## src/rtl/cpu_pkg.sv

```systemverilog
// Shared encodings for the ALU front end: operation codes and arbiter FSM states.
package cpu_pkg;

    localparam int unsigned OP_W = 2;

    typedef enum logic [1:0] {
        OpAdd = 2'b00,
        OpSub = 2'b01,
        OpAnd = 2'b10,
        OpOr  = 2'b11
    } alu_op_e;

    typedef enum logic [1:0] {
        StIdle    = 2'b00,
        StIssue   = 2'b01,
        StRespond = 2'b10
    } state_e;

endpackage

```

## src/rtl/alu_arbiter_if.sv

```systemverilog
// Bundle of requester, shared-ALU and response signals for the two-port ALU arbiter.
interface alu_arbiter_if #(
    parameter int DATA_W = 8
);
    import cpu_pkg::*;

    logic              req0_valid;
    logic              req1_valid;
    logic [DATA_W-1:0] req0_a;
    logic [DATA_W-1:0] req0_b;
    logic [DATA_W-1:0] req1_a;
    logic [DATA_W-1:0] req1_b;
    logic [OP_W-1:0]   req0_op;
    logic [OP_W-1:0]   req1_op;
    logic              req0_ready;
    logic              req1_ready;

    logic [DATA_W-1:0] alu_a;
    logic [DATA_W-1:0] alu_b;
    logic [OP_W-1:0]   alu_op;
    logic [DATA_W-1:0] alu_result;
    logic              alu_zero;
    logic              alu_carry;

    logic              rsp0_valid;
    logic              rsp1_valid;
    logic [DATA_W-1:0] rsp_result;
    logic              rsp_zero;
    logic              rsp_carry;
    logic              busy;
    logic              owner;

    // Arbiter side.
    modport slave (
        input  req0_valid, req1_valid, req0_a, req0_b, req1_a, req1_b, req0_op, req1_op,
        input  alu_result, alu_zero, alu_carry,
        output req0_ready, req1_ready, alu_a, alu_b, alu_op,
        output rsp0_valid, rsp1_valid, rsp_result, rsp_zero, rsp_carry, busy, owner
    );

    // Requesters plus external ALU side.
    modport master (
        output req0_valid, req1_valid, req0_a, req0_b, req1_a, req1_b, req0_op, req1_op,
        output alu_result, alu_zero, alu_carry,
        input  req0_ready, req1_ready, alu_a, alu_b, alu_op,
        input  rsp0_valid, rsp1_valid, rsp_result, rsp_zero, rsp_carry, busy, owner
    );

endinterface

```

## src/rtl/rr_arbiter2.sv

```systemverilog
// Two-way round-robin select: pointer breaks ties, a lone requester always wins.
module rr_arbiter2 (
    input  logic [1:0] i_valid,
    input  logic       i_ptr,
    output logic [1:0] o_grant
);

    always_comb begin
        o_grant = i_valid;
        if (&i_valid) begin
            o_grant = i_ptr ? 2'b10 : 2'b01;
        end
    end

endmodule

```

## src/rtl/alu_arbiter.sv

```systemverilog
// Shares one external combinational ALU between two requesters; one operation per
// IDLE -> ISSUE -> RESPOND pass.
module alu_arbiter
    import cpu_pkg::*;
#(
    parameter int DATA_W = 8
) (
    input  logic          clk,
    input  logic          reset,
    alu_arbiter_if.slave  bus
);

    state_e            r_state;
    logic              r_ptr;
    logic              r_owner;
    logic [DATA_W-1:0] r_alu_a;
    logic [DATA_W-1:0] r_alu_b;
    logic [OP_W-1:0]   r_alu_op;
    logic [DATA_W-1:0] r_rsp_result;
    logic              r_rsp_zero;
    logic              r_rsp_carry;

    logic [1:0] w_valid;
    logic [1:0] w_grant;
    logic [1:0] w_ready;
    logic       w_xfer;
    logic       w_live;

    assign w_valid = {bus.req1_valid, bus.req0_valid};

    rr_arbiter2 u_arb (
        .i_valid (w_valid),
        .i_ptr   (r_ptr),
        .o_grant (w_grant)
    );

    // Reset masks every handshake/status output, even mid-operation.
    assign w_live  = !reset;
    assign w_ready = (w_live && r_state == StIdle) ? w_grant : 2'b00;
    assign w_xfer  = |w_ready;

    always_ff @(posedge clk) begin
        if (reset) begin
            r_state      <= StIdle;
            r_ptr        <= 1'b0;
            r_owner      <= 1'b0;
            r_alu_a      <= '0;
            r_alu_b      <= '0;
            r_alu_op     <= '0;
            r_rsp_result <= '0;
            r_rsp_zero   <= 1'b0;
            r_rsp_carry  <= 1'b0;
        end else begin
            unique case (r_state)
                StIdle: begin
                    if (w_xfer) begin
                        r_state  <= StIssue;
                        r_owner  <= w_grant[1];
                        r_ptr    <= w_grant[0];
                        r_alu_a  <= w_grant[1] ? bus.req1_a  : bus.req0_a;
                        r_alu_b  <= w_grant[1] ? bus.req1_b  : bus.req0_b;
                        r_alu_op <= w_grant[1] ? bus.req1_op : bus.req0_op;
                    end
                end
                StIssue: begin
                    r_state      <= StRespond;
                    r_rsp_result <= bus.alu_result;
                    r_rsp_zero   <= bus.alu_zero;
                    r_rsp_carry  <= bus.alu_carry;
                end
                StRespond: r_state <= StIdle;
                default:   r_state <= StIdle;
            endcase
        end
    end

    assign bus.req0_ready = w_ready[0];
    assign bus.req1_ready = w_ready[1];
    assign bus.alu_a      = r_alu_a;
    assign bus.alu_b      = r_alu_b;
    assign bus.alu_op     = r_alu_op;
    assign bus.rsp0_valid = w_live && (r_state == StRespond) && !r_owner;
    assign bus.rsp1_valid = w_live && (r_state == StRespond) && r_owner;
    assign bus.rsp_result = r_rsp_result;
    assign bus.rsp_zero   = r_rsp_zero;
    assign bus.rsp_carry  = r_rsp_carry;
    assign bus.busy       = w_live && (r_state != StIdle);
    assign bus.owner      = r_owner;

endmodule
```

## src/flat_wrapper.sv

```systemverilog
// flat-port wrapper written by rule: the top's interface ports become plain ports
module alu_arbiter_flat import cpu_pkg::*;
#(
    parameter int DATA_W = 8
)
  (clk, reset, bus_req0_valid, bus_req1_valid, bus_req0_a, bus_req0_b, bus_req1_a, bus_req1_b, bus_req0_op, bus_req1_op, bus_alu_result, bus_alu_zero, bus_alu_carry, bus_req0_ready, bus_req1_ready, bus_alu_a, bus_alu_b, bus_alu_op, bus_rsp0_valid, bus_rsp1_valid, bus_rsp_result, bus_rsp_zero, bus_rsp_carry, bus_busy, bus_owner);
  alu_arbiter_if #(.DATA_W(DATA_W)) bus_i ();
  input  logic clk;
  input  logic reset;
  input wire logic [$bits(bus_i.req0_valid)-1:0] bus_req0_valid;
  input wire logic [$bits(bus_i.req1_valid)-1:0] bus_req1_valid;
  input wire logic [$bits(bus_i.req0_a)-1:0] bus_req0_a;
  input wire logic [$bits(bus_i.req0_b)-1:0] bus_req0_b;
  input wire logic [$bits(bus_i.req1_a)-1:0] bus_req1_a;
  input wire logic [$bits(bus_i.req1_b)-1:0] bus_req1_b;
  input wire logic [$bits(bus_i.req0_op)-1:0] bus_req0_op;
  input wire logic [$bits(bus_i.req1_op)-1:0] bus_req1_op;
  input wire logic [$bits(bus_i.alu_result)-1:0] bus_alu_result;
  input wire logic [$bits(bus_i.alu_zero)-1:0] bus_alu_zero;
  input wire logic [$bits(bus_i.alu_carry)-1:0] bus_alu_carry;
  output wire logic [$bits(bus_i.req0_ready)-1:0] bus_req0_ready;
  output wire logic [$bits(bus_i.req1_ready)-1:0] bus_req1_ready;
  output wire logic [$bits(bus_i.alu_a)-1:0] bus_alu_a;
  output wire logic [$bits(bus_i.alu_b)-1:0] bus_alu_b;
  output wire logic [$bits(bus_i.alu_op)-1:0] bus_alu_op;
  output wire logic [$bits(bus_i.rsp0_valid)-1:0] bus_rsp0_valid;
  output wire logic [$bits(bus_i.rsp1_valid)-1:0] bus_rsp1_valid;
  output wire logic [$bits(bus_i.rsp_result)-1:0] bus_rsp_result;
  output wire logic [$bits(bus_i.rsp_zero)-1:0] bus_rsp_zero;
  output wire logic [$bits(bus_i.rsp_carry)-1:0] bus_rsp_carry;
  output wire logic [$bits(bus_i.busy)-1:0] bus_busy;
  output wire logic [$bits(bus_i.owner)-1:0] bus_owner;
  assign bus_i.req0_valid = bus_req0_valid;
  assign bus_i.req1_valid = bus_req1_valid;
  assign bus_i.req0_a = bus_req0_a;
  assign bus_i.req0_b = bus_req0_b;
  assign bus_i.req1_a = bus_req1_a;
  assign bus_i.req1_b = bus_req1_b;
  assign bus_i.req0_op = bus_req0_op;
  assign bus_i.req1_op = bus_req1_op;
  assign bus_i.alu_result = bus_alu_result;
  assign bus_i.alu_zero = bus_alu_zero;
  assign bus_i.alu_carry = bus_alu_carry;
  assign bus_req0_ready = bus_i.req0_ready;
  assign bus_req1_ready = bus_i.req1_ready;
  assign bus_alu_a = bus_i.alu_a;
  assign bus_alu_b = bus_i.alu_b;
  assign bus_alu_op = bus_i.alu_op;
  assign bus_rsp0_valid = bus_i.rsp0_valid;
  assign bus_rsp1_valid = bus_i.rsp1_valid;
  assign bus_rsp_result = bus_i.rsp_result;
  assign bus_rsp_zero = bus_i.rsp_zero;
  assign bus_rsp_carry = bus_i.rsp_carry;
  assign bus_busy = bus_i.busy;
  assign bus_owner = bus_i.owner;
  alu_arbiter #(.DATA_W(DATA_W)) u_core (.clk(clk), .reset(reset), .bus(bus_i));
endmodule
```

## config.mk

```make
export PLATFORM = sky130hd
export DESIGN_NAME = alu_arbiter_flat
export DESIGN_NICKNAME = d
export VERILOG_FILES = /design/src/rtl/cpu_pkg.sv /design/src/rtl/alu_arbiter_if.sv /design/src/rtl/rr_arbiter2.sv /design/src/rtl/alu_arbiter.sv /design/src/flat_wrapper.sv
export SDC_FILE = /design/constraint.sdc
export NUM_CORES = 1
export LEC_CHECK = 0
export ABC_CLOCK_PERIOD_IN_PS = 2450
export BUFFER_PORTS_ARGS = -buffer_cell sky130_fd_sc_hd__buf_2
export CAP_MARGIN = 15
export CORE_MARGIN = 2
export CORE_UTILIZATION = 46
export DETAILED_ROUTE_END_ITERATION = 16
export HOLD_SLACK_MARGIN = 0.06
export PLACE_DENSITY = 0.83
export SLEW_MARGIN = 20
export SYNTH_ARGS = -nofsm -noshare
export SYNTH_HDL_FRONTEND = slang
export SYNTH_SLANG_ARGS = --single-unit
export TNS_END_PERCENT = 10
```

## constraint.sdc

```tcl
create_clock -name clk -period 2.45 [get_ports clk]
set_input_delay 0.245 -clock clk [delete_from_list [all_inputs] [get_ports clk]]
set_output_delay 0.245 -clock clk [all_outputs]
set_load 0.05 [all_outputs]
```

==> results of run 1 <==
## final cells by class
type,count,area [µm²]
repair buffers,85,430
multi-input cells,105,734
fillers,284,1100
flip-flops and latches,32,641
well taps,44,55.1
clock buffers,8,58.8
inverters,2,7.51
## metal layers
layer  vias up  global-route usage [%]  wire (µm)
li1        738                       -          -
met1       650                    25.6       1570
met2        55                    38.7       1670
met3         5                    7.58        327
met4         0                    5.71         42
met5         -                       0          0
## critical path, stage by stage (launching register included)
cell and delay, ps:
dfxtp_1 370, or2_4 370, nor3_1 240, buf_2 300
## state kept, by name (all words and copies together), names as in the netlist
name / flops
u_core.bus.alu_op: 2
u_core.bus.alu_a: 8
u_core.r_state: 2
u_core.bus.alu_b: 8
u_core.r_ptr: 1
u_core.bus.rsp_result: 8
u_core.bus.owner: 1
u_core.bus.rsp_zero: 1
u_core.bus.rsp_carry: 1
## power by group
part           internal, mW  switching [mW]
combinational         0.129           0.302
sequential            0.571          0.0269
clock                 0.141           0.160
## metrics by stage
stage | hold slack (ps) | cell area (µm²) | instances
finish | 156 | 1930 | 276
global placement | 440 | 1870 | 268
detailed placement | 444 | 1870 | 268
global route | 131 | 1930 | 276
CTS | 137 | 1930 | 276
floorplan | 381 | 1460 | 154
## logic make-up after synthesis
group / Yosys count
simple gates: 72
buf+inv: 17
flops: 32
compound gates: 33
## cell usage after synthesis, drive strengths merged (2+ instances only)
cell type	n
dfxtp	32
nand2	21
nand4b	18
o2111a	18
or3	18
a21oi	12
clkbuf	11
nor2	5
buf	4
nor3	3
nand2b	2
## layout by cell type (no fill, tap or decap)
master,instances
buf_2,83
dfxtp_1,32
nand2_1,21
nand4b_1,18
or3_1,18
o2111a_1,18
a21oi_1,12
clkbuf_4,5
nor2_1,4
nor3_1,3
nand2b_1,2
clkbuf_1,2
buf_4,2
or2_4,1
a21bo_2,1
nor4b_1,1
nor4bb_2,1
nor2b_1,1
nor2_4,1
clkinv_1,1
nand3_1,1
inv_1,1
o21ai_0,1
a311oi_1,1
clkbuf_8,1
## worst paths after layout
| kind | from | to | cells past startpoint |
|---|---|---|---|
| setup / recovery | u_core.r_state[0] | bus_req0_ready | 3 |
| setup reg to reg | u_core.r_state[0] | u_core.r_ptr | 4 |
| hold / removal | bus_alu_result[4] | u_core.bus.rsp_result[4] | 3 |
| hold reg to reg | u_core.bus.rsp_result[4] | u_core.bus.rsp_result[4] | 2 |
==> results.yml, run 1 <==
synthesis:
  synth_compound_area_share_pct: 19.7
  ys_ff_latch: 32
  ys.flop_type: "dfxtp_1"
  synthXorXnorAreaFrac_pct: 0
  ys_warn_count: 0
  syn_inst: 154
  synth-edff-count: 0
  avgSynthCellArea_um2: 9.43
  synthMuxAreaShare_pct: 0
  synth_top_cell_by_area: "dfxtp_1"
  ys_seq_area_share_pct: 44.1
  async_flop_share_pct: 0
  synth_top_family_by_area: "simple AND/OR/NAND/NOR gates"
  synth.distinct_cells: 25
  syn-cell-area_mm2: 0.00145
  netlist_top_cells_area: "dfxtp_1 (44%), o2111a_1 (14%), nand4b_1 (11%)"
  yosys.area_share.simple_pct: 30.4
  synth_fa_ha_area_share_pct: 0
  synth_top_area_share_pct: 44.1
  synth_nets: 204
flow_run:
  max-cap-violations: 0
cells_and_area:
  syn2layout_area_growth_pct: 32.6
  fin_util_pct: 63.6
  drive_above_1_share_pct: 40.9
  final_nets: 281
  n_antenna_cell: 0
timing:
  relSlewSlack_pct: 56.0
  drv_slew: 0
  setup_viol: 0
  layout_setup_ws_ps: 610
  rsz0062_at_grt: "no"
  fin_crit_sh_pct: 75.1
  fmaxAchievable_mhz: 544
  post-route-min-period_ps: 1840
  clock_skew_ps: 6.15
  worst_pin_slew_ps: 658
  hold_viol: 0
  tns_ps: 0
critical_path:
  cp.arrival_ps: 1590
  cp_data_required_time_ps: 2200
  reg2reg_slack_ps: 940
  start_kind: "flop"
  crit_type: "flop to primary output"
  path_max_fanout: 23
  setup.worst_path.end_class: "primary output"
place:
  numPortBuffers: 83
  dp_slack_ps: 884
  dp_hpwl_mm: 2.61
  gp_congestion: 0.782
clocking:
  ctsResizeCount: 0
  clk-insertion-delay-late_ps: 320
  cts_tree: "built"
  cts.clk_slew.worst_paths_ps: 80
  clockRootBuffer: "clkbuf_4"
  cts_setup_buffers: 0
  hold_buffers: 0
  cts_buffers: 5
  h-tree-depth: 2
  cts_buffer_depth: 2
  clkSinkCount: 32
global_routing:
  grt_use_total_pct: 22.1
  antenna_found_initial: 0
  grt_max_degree: 24
  grt_pass1_vias: 1397
  grt-ovfl-total: 0
  grt_pass1_wl_mm: 5.98
die:
  core_area_mm2: 0.00303
  start_util_pct: 48.0
  die_w_um: 60.2
  io_pins: 84
  row_count: 20
  die_area_mm2: 0.00362
  fp.dieH_um: 60.2
min_path:
  min_path_type: "primary input to flop"
power_and_ir_drop:
  powerDensity_mw_per_mm2: 690
  power_mw: 1.33
  ir_drop_uv: 484
  p_leak_nw: 0.858
detailed_routing:
  drt-vias-per-instance: 5.25
  first_pass_iters: 4
  vias: 1448
  dr.first_iter.drc_count: 42
  finalWirelength_mm: 3.61
  ant_nets: 0
  wl_per_cell_um: 13.1
  drc: 0
status:
  status: "finished, final reports clean"
(Power assumes the default switching activity.)
==> run 2: changes to the inputs <==
ABC_AREA = 1   (was unset)
ABC_CLOCK_PERIOD_IN_PS = 1800   (was 2450)
CORE_UTILIZATION = 44   (was 46)
PLACE_DENSITY = 0.79   (was 0.83)
clock period = 1.8 ns   (was 2.45 ns; I/O delays follow)
==> run 2 against run 1 <==
Highest routed layer unchanged. Synthesized cell count grew 60%. Count of clock-buffer cells in the layout shrank 1. Setup slack lost 410 ps. Critical path depth grew 2. Flip-flop and latch count is the same. Clock skew grew 7.2 ps. Hold slack lost 71 ps. Combinational power grew 85%. Final area grew 9.0%. Largest power group unchanged. Sequential power grew 41%. Utilization shrank 1.2 points.
==> results.yml, run 2 <==
status:
  status: "finished, final reports clean"
synthesis:
  synth-edff-count: 0
  syn_inst: 247
  ys_warn_count: 0
  avgSynthCellArea_um2: 6.31
  async_flop_share_pct: 0
  synth_top_cell_by_area: "dfxtp_1"
  ys.flop_type: "dfxtp_1"
  syn-cell-area_mm2: 0.00156
  yosys-top-cells-count: "nand2_1 (80), nor2_1 (61), dfxtp_1 (32)"
  synth.distinct_cells: 18
  yosysMostFrequentCell: "nand2_1"
  ys_ff_latch: 32
  synth_nets: 297
  ys_seq_area_share_pct: 41.1
  synth_top_area_share_pct: 41.1
  netlist_top_cells_area: "dfxtp_1 (41%), nand2_1 (19%), nor2_1 (15%)"
clocking:
  h-tree-depth: 2
  ctsResizeCount: 0
  clk-insertion-delay-late_ps: 340
  cts_buffers: 5
  clkSinkCount: 32
  cts_buffer_depth: 2
  cts.clk_slew.worst_paths_ps: 110
  clockRootBuffer: "clkbuf_4"
  cts_tree: "built"
timing:
  drv_slew: 0
  clock_skew_ps: 13.3
  worst_pin_slew_ps: 440
  fmaxAchievable_mhz: 625
  fin_crit_sh_pct: 88.9
  relSlewSlack_pct: 70.6
  hold_viol: 0
  setup_viol: 0
  tns_ps: 0
  hold_ws_ps: 85.0
  post-route-min-period_ps: 1600
  rsz0062_at_grt: "no"
power_and_ir_drop:
  power_mw: 2.26
  p_clk_share_pct: 27.4
  swShare_pct: 38.7
  p_leak_nw: 1.24
  seq_power_share_pct: 37.3
  power.internal_mw: 1.39
  powerDensity_mw_per_mm2: 1080
  netSwitchingPower_mw: 0.874
  power.share.combinational_pct: 35.2
  ir_drop_uv: 618
die:
  row_count: 21
  core_area_mm2: 0.00336
  die_w_um: 63.5
  start_util_pct: 46.4
  fp.dieH_um: 63.5
  die_area_mm2: 0.00404
  io_pins: 84
cells_and_area:
  n_fill_cell: 333
  final_cell_mix: "buf_2 (83), nand2_1 (80), nor2_1 (59)"
  syn2layout_area_growth_pct: 34.7
  final_nets: 382
  drive_above_1_share_pct: 31.5
  layout_commonest_cell: "buf_2"
  n_antenna_cell: 0
detailed_routing:
  finalWirelength_mm: 3.77
  drc: 0
  dr.first_iter.drc_count: 89
  drt-vias-per-instance: 4.42
  first_pass_iters: 5
  vias: 1674
  ant_nets: 0
  wl_per_cell_um: 9.93
critical_path:
  path_max_fanout: 3
  cp_data_required_time_ps: 1620
  cp.arrival_ps: 1420
  cpPeakStageDelay_ps: 370
  critPathBufInv: 2
  cpMaxStageDelayCell: "dfxtp_1"
  path_common_cell: "nand2_1"
  crit_type: "flop to primary output"
  setup.worst_path.end_class: "primary output"
  crit_family: "flip-flops"
  start_kind: "flop"
  path_cells: "inv_1 -> nand2_1 -> nand2_1 -> nor2_2 -> buf_2"
place:
  numPortBuffers: 83
  dp_hpwl_mm: 2.73
  gp_congestion: 0.765
global_routing:
  grt-ovfl-total: 0
  grt_pass1_wl_mm: 6.31
  antenna_found_initial: 0
  grt_pass1_vias: 1477
  grt_max_degree: 20
  grt_use_total_pct: 19.4
flow_run:
  max-cap-violations: 0
min_path:
  min_path_type: "primary input to flop"
[run 2: changes by cell type after synthesis, moves of 2 or more]
cell / delta
inv_2: +2
nor3_1: -3
clkbuf_1: -6
a21oi_1: -11
nand4b_1: -18
inv_1: +22
nand2_1: +59
buf_6: +2
o21ai_0: +11
nor2_1: +57
or3_1: -18
o2111a_1: -18
nand2b_1: -2
nand3_1: +18
[run 2: layout make-up]
cell class | instances | area [µm²] | share of cell area, %
multi-input combinational | 178 | 744 | 35.5
sequential | 32 | 641 | 30.5
timing repair buffer | 88 | 455 | 21.7
inverter | 27 | 106 | 5.07
clock buffer | 7 | 65.1 | 3.10
tap | 46 | 57.6 | 2.74
clock inverter | 1 | 30.0 | 1.43
[run 2: path summary, 6_finish.rpt]
kind	from	end	slack, ps	cells past startpoint
max	u_core.r_ptr	bus_req1_ready	200	5
max reg2reg	u_core.r_ptr	u_core.bus.alu_a[0]	470	8
min	bus_alu_result[4]	u_core.bus.rsp_result[4]	90	3
min reg2reg	u_core.bus.rsp_zero	u_core.bus.rsp_zero	490	2
[run 2: worst reg2reg max path: cells and delay by family (launching register included)]
| kind | cells | cell delay (ps) |
|---|---|---|
| DFF | 1 | 340 |
| and+or+nand+nor | 6 | 650 |
| buffers and inverters | 2 | 250 |
[run 2: power by group through the flow]
stage / sequential, mW / clock, mW / combinational [mW]
floorplan: 1.15 / 0 / 0.330
global placement: 0.860 / 0 / 0.791
detailed placement: 0.861 / 0 / 0.800
CTS: 0.846 / 0.629 / 0.804
global route: 0.857 / 0.662 / 0.873
finish: 0.845 / 0.621 / 0.797
[run 2: kinds of logic after synthesis]
family,synth area share [%]
AO/OA/AOI/OAI,4.17
AND/OR/NAND/NOR,43.3
buffers and inverters,11.5
flip-flops,41.1
[run 2: through the flow]
| step | setup slack [ps] | area (µm²) | std cells | util [%] |
|---|---|---|---|---|
| after floorplan | 223 | 1560 | 247 | - |
| after global placement | 487 | 1990 | 370 | 59.3 |
| after detailed placement | 450 | 1990 | 370 | 59.3 |
| after CTS | 178 | 2100 | 379 | 62.4 |
| after global routing | 108 | 2100 | 379 | 62.4 |
| final | 200 | 2100 | 379 | 62.4 |
[run 2: per-layer routing]
metal | part of all wire (%) | track usage (%) | routed length [µm] | vias to the layer above
met5 | 0 | 0 | 0 | -
met3 | 8.7 | 6.07 | 327 | 6
met1 | 44 | 24.4 | 1640 | 691
met4 | 1.2 | 7.07 | 47 | 0
li1 | - | - | - | 912
met2 | 47 | 31.2 | 1750 | 65
[run 2: repair_timing]
item / CTS / global route
hold endpoints to repair: 1 / 0
setup buffers: 0 / 0
hold buffers: 1 / 0
setup endpoints to repair: 0 / 0
==> run 3: changes to the inputs <==
--- a/config.mk
+++ b/config.mk
@@ -14,5 +14,5 @@
 export DETAILED_ROUTE_END_ITERATION = 16
 export HOLD_SLACK_MARGIN = 0.06
-export PLACE_DENSITY = 0.79
+export PLACE_DENSITY_LB_ADDON = 0.12
 export SLEW_MARGIN = 20
 export SYNTH_ARGS = -nofsm -noshare
==> constraint.sdc (replaced) <==
create_clock -name clk -period 1.8 [get_ports clk]
set_input_delay 0.18 -clock clk [delete_from_list [all_inputs] [get_ports clk]]
set_output_delay 0.18 -clock clk [all_outputs]
set_load 0.005 [all_outputs]
==> run 3 against run 2 <==
Count of clock-buffer cells in the layout fell by 1. Critical path depth did not move. Non-clock buffer count did not move. Final area fell by 1.1%. Register-to-register slack got worse by 90 ps. Critical path type unchanged. Combinational power fell by 39%. Flip-flop and latch count did not move. Largest cell class unchanged. Routed wire length rose by 1.3%. Sequential share of layout area rose by 0.35 points. Global-route usage rose by 1.4 points.
==> results.yml, run 3 (synthesized netlist as in run 2, its figures left out) <==
clocking:
  cts_buffer_depth: 2
  h-tree-depth: 2
  cts_setup_buffers: 0
  clk-insertion-delay-late_ps: 340
  cts_tree: "built"
  clkSinkCount: 32
  clockRootBuffer: "clkbuf_4"
  cts.clk_slew.worst_paths_ps: 100
  cts_buffers: 5
timing:
  fin_crit_sh_pct: 89.8
  tns_ps: 0
  relSlewSlack_pct: 70.9
  hold_ws_ps: 83.6
  rsz0062_at_grt: "no"
  post-route-min-period_ps: 1620
  fmaxAchievable_mhz: 618
  hold_viol: 0
  clock_skew_ps: 10.1
  worst_pin_slew_ps: 436
  drv_slew: 0
  setup_viol: 0
cells_and_area:
  register_area_um2: 641
  postLayoutCellArea_mm2: 0.00208
  final_nets: 382
  drive_above_1_share_pct: 30.6
  layout_commonest_cell: "buf_2"
  final_cell_mix: "buf_2 (83), nand2_1 (80), nor2_1 (61)"
  fin_util_pct: 61.7
  n_fill_cell: 389
  multi_input_area_um2: 739
  n_antenna_cell: 0
  syn2layout_area_growth_pct: 33.1
detailed_routing:
  finalWirelength_mm: 3.81
  dr.first_iter.drc_count: 112
  drc: 0
  vias: 1719
  first_pass_iters: 5
  wl_per_cell_um: 10.1
  drt-vias-per-instance: 4.54
  ant_nets: 0
power_and_ir_drop:
  power_mw: 1.87
  p_leak_nw: 1.23
  powerDensity_mw_per_mm2: 903
  ir_drop_uv: 491
flow_run:
  max-cap-violations: 0
critical_path:
  path_cells: "inv_1 -> nand2_1 -> nand2_1 -> nor2_1 -> buf_2"
  cpMaxStageDelayCell: "dfxtp_1"
  start_kind: "flop"
  cp_data_required_time_ps: 1620
  cpPeakStageDelay_ps: 370
  setup.worst_path.end_class: "primary output"
  path_max_fanout: 6
  crit_type: "flop to primary output"
  cp.arrival_ps: 1440
  path_common_cell: "nand2_1"
global_routing:
  grt-ovfl-total: 0
  grt_pass1_vias: 1559
  grt_pass1_wl_mm: 6.65
  grt_max_degree: 24
  grt_use_total_pct: 20.8
  antenna_found_initial: 0
die:
  io_pins: 84
  die_area_mm2: 0.00404
  fp.dieH_um: 63.5
  core_area_mm2: 0.00336
  row_count: 21
  die_w_um: 63.5
  start_util_pct: 46.4
place:
  numPortBuffers: 83
  gp_congestion: 0.792
  dp_hpwl_mm: 2.73
  placed_area_mm2: 0.00199
status:
  status: "finished, final reports clean"
min_path:
  min_path_type: "primary input to flop"
-- run 3: report_power, final --
group | internal, mW | switching, mW
logic | 0.217 | 0.272
clock network | 0.291 | 0.250
registers | 0.799 | 0.0450
total | 1.31 | 0.567
-- run 3: path summary, 6_finish.rpt --
path                   startpoint                        to  slack (ps)  depth (start not counted)
min             bus_alu_result[7]  u_core.bus.rsp_result[7]          80                          3
min reg2reg  u_core.bus.rsp_carry      u_core.bus.rsp_carry         480                          2
max reg2reg          u_core.r_ptr       u_core.bus.alu_a[6]         380                          7
max                  u_core.r_ptr            bus_req1_ready         180                          5
-- run 3: final cells by class --
type,count,area share (%)
inverter,27,5.12
multi-input combinational,178,35.6
clock inverter,2,1.69
tap,46,2.77
timing repair buffer,88,21.9
sequential,32,30.9
clock buffer,6,1.99
-- run 3: timing repair --
action / CTS / global route
hold buffers: 1 / 0
hold endpoints to repair: 1 / 0
resized for setup: 0 / 0
setup endpoints to repair: 0 / 0
-- run 3: layer usage --
metal / vias up / GRT usage [%] / routed length [µm]
met5: - / 0 / 0
met4: 0 / 8.15 / 56
met3: 6 / 5.89 / 242
met2: 52 / 36.7 / 1850
met1: 745 / 23.5 / 1660
li1: 916 / - / -
-- run 3: metrics by stage --
stage	std cells	setup WS, ps
after CTS	379	158
after floorplan	247	597
after global routing	379	44.0
after global placement	370	431
after detailed placement	370	393
final	379	183
-- run 3: worst max-delay path, delay by kind of cell (launching register included) --
kind	cells	cell delay (ps)
flip-flops	1	370
AND/OR/NAND/NOR	3	510
buffers and inverters	2	230
